[config.mk]
export PLATFORM = sky130hd
export DESIGN_NAME = rom_port_arbiter
export DESIGN_NICKNAME = d
export VERILOG_FILES = /design/src/rtl/cpu_pkg.sv /design/src/rtl/sat_counter.sv /design/src/rtl/rom_port_arbiter.sv
export SDC_FILE = /design/constraint.sdc
export NUM_CORES = 1
export LEC_CHECK = 0
export CAP_MARGIN = 0
export CORE_MARGIN = 5
export CORE_UTILIZATION = 30
export DETAILED_ROUTE_END_ITERATION = 16
export HOLD_SLACK_MARGIN = 0.05
export PLACE_DENSITY = 0.6
export SYNTH_ARGS = -nofsm -noshare
export SYNTH_HDL_FRONTEND = slang
export SYNTH_HIERARCHICAL = 1
export SYNTH_SLANG_ARGS = --single-unit
[constraint.sdc]
create_clock -name clk -period 4.56 [get_ports clk]
set_input_delay 0.912 -clock clk [delete_from_list [all_inputs] [get_ports clk]]
set_output_delay 0.912 -clock clk [all_outputs]
set_load 0.02 [all_outputs]
[src/rtl/cpu_pkg.sv]
// Shared CPU-side constants, the response record, and the ROM address check
// used by the instruction ROM port arbiter.
package cpu_pkg;

    localparam int ROM_WORDS = 32;
    localparam int ADDR_W    = 31;
    localparam int WORD_AW   = 29;

    typedef struct packed {
        logic        if_v;
        logic        dm_v;
        logic        err;
        logic [31:0] data;
    } rsp_t;

    // A byte address is usable when word aligned and inside the populated ROM.
    function automatic logic addr_ok(input logic [ADDR_W-1:0] a, input int unsigned words);
        logic [31:0] idx;
        idx = {3'b000, a[ADDR_W-1:ADDR_W-WORD_AW]};
        return (a[1:0] == 2'b00) && (idx < words);
    endfunction

endpackage

[src/rtl/sat_counter.sv]
// Up counter that sticks at all-ones; synchronous clear wins over increment.
module sat_counter #(
    parameter int W = 16
) (
    input  logic         clk,
    input  logic         reset,
    input  logic         inc,
    input  logic         clr,
    output logic [W-1:0] value
);

    always_ff @(posedge clk or posedge reset) begin
        if (reset)
            value <= '0;
        else if (clr)
            value <= '0;
        else if (inc && (value != '1))
            value <= value + 1'b1;
    end

endmodule

[src/rtl/rom_port_arbiter.sv]
// Shares the instruction ROM read port between fetch and data-side loads.
// Fetch wins by default; a starvation counter periodically forces a DM grant.
module rom_port_arbiter
    import cpu_pkg::*;
#(
    parameter int ROM_WORDS    = cpu_pkg::ROM_WORDS,
    parameter int STARVE_LIMIT = 4,
    parameter int CNT_W        = 16
) (
    input  logic             clk,
    input  logic             reset,
    input  logic             if_req,
    input  logic [30:0]      if_addr,
    output logic             if_gnt,
    output logic             if_rvalid,
    output logic [31:0]      if_rdata,
    input  logic             dm_req,
    input  logic [30:0]      dm_addr,
    output logic             dm_gnt,
    output logic             dm_rvalid,
    output logic [31:0]      dm_rdata,
    output logic [30:0]      rom_addr,
    input  logic [31:0]      rom_data,
    output logic             acc_err,
    output logic [CNT_W-1:0] if_cnt,
    output logic [CNT_W-1:0] dm_stall_cnt
);

    logic [3:0] wait_cnt;
    logic       dm_deny;
    logic       any_gnt;
    logic       ok;
    rsp_t       rsp;

    always_comb begin
        if_gnt = 1'b0;
        dm_gnt = 1'b0;
        if (dm_req && (wait_cnt >= 4'(STARVE_LIMIT)))
            dm_gnt = 1'b1;
        else if (if_req)
            if_gnt = 1'b1;
        else if (dm_req)
            dm_gnt = 1'b1;
    end

    assign rom_addr = dm_gnt ? dm_addr : if_addr;
    assign dm_deny  = dm_req & ~dm_gnt;
    assign any_gnt  = if_gnt | dm_gnt;
    assign ok       = addr_ok(rom_addr, ROM_WORDS);

    // Data is only reloaded on a grant; the strobes qualify it downstream.
    always_ff @(posedge clk or posedge reset) begin
        if (reset) begin
            rsp <= '0;
        end else begin
            rsp.if_v <= if_gnt;
            rsp.dm_v <= dm_gnt;
            rsp.err  <= any_gnt & ~ok;
            if (any_gnt)
                rsp.data <= ok ? rom_data : 32'h0;
        end
    end

    assign if_rvalid = rsp.if_v;
    assign dm_rvalid = rsp.dm_v;
    assign acc_err   = rsp.err;
    assign if_rdata  = rsp.data;
    assign dm_rdata  = rsp.data;

    sat_counter #(.W(4)) u_wait_cnt (
        .clk   (clk),
        .reset (reset),
        .inc   (dm_deny),
        .clr   (~dm_deny),
        .value (wait_cnt)
    );

    sat_counter #(.W(CNT_W)) u_if_cnt (
        .clk   (clk),
        .reset (reset),
        .inc   (if_gnt),
        .clr   (1'b0),
        .value (if_cnt)
    );

    sat_counter #(.W(CNT_W)) u_dm_stall_cnt (
        .clk   (clk),
        .reset (reset),
        .inc   (dm_deny),
        .clr   (1'b0),
        .value (dm_stall_cnt)
    );

endmodule
==> results of run 1 <==
-- area by class of cell --
cell class / count / share of cell area, %
Multi-Input combinational cell: 450 / 34.53
Inverter: 12 / 0.6166
Timing Repair Buffer: 240 / 32.68
Clock inverter: 4 / 0.6166
Sequential cell: 71 / 24.32
Clock buffer: 11 / 3.460
Antenna cell: 2 / 0.06852
Tap cell: 216 / 3.700
-- worst min-delay path: stages (launching register included) --
cell and delay (ns):
dfrtp_1 0.36, nand2_1 0.06, nand3_1 0.06
-- logic make-up after synthesis --
kind of cell / count (synthesis) / share of synthesized area, %
and+or+nand+nor: 383 / 41.77
AOI/OAI and AO/OA: 54 / 6.851
buffers and inverters: 89 / 12.40
other: 1 / 0.07661
muxes: 8 / 1.840
adders and majority gates: 3 / 0.7670
DFF: 71 / 36.30
-- registers in the layout, indices dropped and copies added (netlist names) --
name	count
dm_rdata	32
u_dm_stall_cnt/value	16
u_if_cnt/value	16
u_wait_cnt/value	4
acc_err	1
dm_rvalid	1
if_rvalid	1
-- per-layer routing --
layer,GRT usage (%),up-vias,share of wire [%]
li1,-,2508,-
met1,19.81,2495,38
met2,32.62,229,51
met3,4.565,25,7.9
met4,7.794,0,2.3
met5,0,-,0
-- placed cells by master (no fill, tap or decap), types with 3 or more instances in the layout --
cell             count
a21oi_1             25
and3_1               3
and4_1               5
buf_4               10
clkbuf_16            9
clkdlybuf4s50_1    229
clkinv_2             3
dfrtp_1             71
ha_1                 3
inv_1               11
mux2_2               4
mux2i_1              3
nand2_1            138
nand2b_1             6
nand3_1             46
nand4_1             73
nor2_1               9
nor2b_1             39
nor3_1              10
nor4_1              18
o21ai_0             10
o31ai_1             10
o41ai_1              4
or3_1               12
or4_1               12
-- path summary, 6_finish.rpt --
check | to | slack (ns) | depth (start not counted)
max | rom_addr[2] | 0.36 | 7
min | dm_rdata[23]$_DFFE_PP0N_ | 0.51 | 2
max reg2reg | u_if_cnt/value[13]$_DFFE_PP0P_ | 1.82 | 8
min reg2reg | dm_rdata[23]$_DFFE_PP0N_ | 0.51 | 2
max in group asynchronous | u_if_cnt/value[7]$_DFFE_PP0P_ | 3.02 | 2
min in group asynchronous | u_wait_cnt/value[2]$_DFFE_PP0P_ | 0.92 | 2
-- synthesized netlist by cell type, types with 3 or more instances --
library cell  number  share of area (%)
nand2_1          138                 11
nand4_1           73                9.3
dfrtp_1           71                 36
buf_4             47                7.2
nand3_1           46                4.7
nor2b_1           39                5.0
a21oi_1           25                2.6
nor4_1            18                2.3
buf_2             16                1.6
or3_1             12                1.5
or4_1             12                1.8
inv_1             11               0.84
nor2_1            10               0.77
nor3_1            10                1.0
o21ai_0           10                1.0
o31ai_1           10                1.5
nand2b_1           6               0.77
and4_1             5               0.89
buf_6              4               0.92
mux2_2             4               0.92
o41ai_1            4               0.72
and3_1             3               0.38
buf_8              3               0.92
clkbuf_1           3               0.23
ha_1               3               0.77
mux2i_1            3               0.61
-- power groups by stage --
stage	combinational (mW)	sequential, mW	clock [mW]
2_1_floorplan	0.129	0.655	0
3_3_place_gp	0.300	0.651	0
3_5_place_dp	0.304	0.651	0
4_1_cts	0.305	0.640	0.743
5_1_grt	0.328	0.640	0.760
6_report	0.304	0.640	0.717
==> metrics.cfg, run 1 <==
[sta]
setup_slack_ns = 0.3590
setup_viol = 0
min_period_ns = 4.201
hold_viol_final = 0
rsz0062_at_grt = false
relSlewSlack_pct = 49.07
hold_ws_ns = 0.5106
max_freq_ghz = 0.2380
fin_setup_tns_ns = 0
tightestPinTransition_ns = 0.7569
finalCritPeriodShare_pct = 92.13
fin_worst_skew_ns = 0.005760
maxSlewViolCount = 0

[global_route]
grt_max_degree = 51
antenna_found_initial = 2
grt_pass1_wl_microns = 26790
grt_pass1_vias = 5337
grt.total_usage_pct = 18.00
overflow = 0

[floorplanning]
start_util_pct = 30.70
die_area_sq_mm = 0.01897
die_h_microns = 137.7
row_count = 46
coreArea_sq_mm = 0.01594
num_io_pins = 230
fp.dieW_microns = 137.7

[logic_synthesis]
yosys_warnings = 6
synth_area_sq_mm = 0.004895
synth.distinct_cells = 42
syn_area_per_cell_sq_um = 8.037
synthCells = 609
synth_edf_count = 0
synthFlopType = dfrtp_1
ys_seq_area_share_pct = 36.30
async_reset_ff_share_pct = 100.0
synth-seq-cells = 71

[placed_design]
dpl.cell_count = 989
place.gp.congestion = 0.8569
dp_slack_ns = 0.3443
port_buffers = 229
place_area_sq_mm = 0.007002
dp_hpwl_microns = 12970

[route]
first_pass_iters = 5
vias = 5257
antenna_left = 0
wl_per_cell_microns = 17.24
drt_iter0_markers = 273
routed_via_density = 5.226
drt_wl_total_microns = 17340
drc = 0

[setup_path]
slowest_stage = clkdlybuf4s50_1
reg2reg_from = u_wait_cnt/value[2]$_DFFE_PP0P_
path_cells = clkdlybuf4s50_1, nor3b_2, nand2b_4, inv_2, nand2_1, nand2_1, clkdlybuf4s50_1
critPathBufInv = 3
cp_top_family = buffers and inverters
arrival_ns = 3.29
crit_path_end_kind = output pin
crit_type = in2out
crit_start = if_req
worst_path_largest_cell_delay_ns = 0.61
cp-start-kind = input pin
path_max_fanout = 38
crit_required_ns = 3.65

[final_layout]
multi_input_area_sq_mm = 0.002522
fillers = 1540
drive_gt1_share_pct = 5.584
stdcell_area_sq_mm = 0.007305
final_nets = 885
syn2layout_area_growth_pct = 49.23
regArea_sq_mm = 0.001777
final_core_util_pct = 45.82
instances_no_fill = 1006

[pwr]
leakage_nw = 2.957
clkPwrFrac_pct = 43.2
combPwrFrac_pct = 18.3
netSwitchingPower_mw = 0.4249
p_int_mw = 1.235
powerDensity_mw_per_mm2 = 227.3
power_frac_seq_pct = 38.5
switching_share_pct = 25.59
p_total_mw = 1.660
vdd_drop_max_v = 0.0001442

[cts]
clk_latency_ns = 0.34
htreeDepth = 3
cts_buffers = 9
cts_tree = yes
post_cts_resized = 0
ctsHoldBuffers = 0
clock_path_buffers = 2
root_buffer = clkbuf_16
post-cts-setup-buffers = 0
cts_sinks = 71
cts.reportedPaths.clkPinSlew_ns = 0.06

[run_status]
status = finished clean

[hold_path]
hp-start = dm_rdata[23]$_DFFE_PP0N_
hold_path_class = reg2reg

[flow_run]
drv_cap = 0

No activity file was read; power rests on OpenSTA's default activity.
==> run 2: changes to the inputs <==
--- a/config.mk
+++ b/config.mk
@@ -9,7 +9,6 @@
 export CORE_MARGIN = 5
 export CORE_UTILIZATION = 30
 export DETAILED_ROUTE_END_ITERATION = 16
-export HOLD_SLACK_MARGIN = 0.05
 export PLACE_DENSITY = 0.6
 export SYNTH_ARGS = -nofsm -noshare
 export SYNTH_HDL_FRONTEND = slang
==> results of run 2 <==
No change in the layout: final DEF, timing and power equal those of run 1.
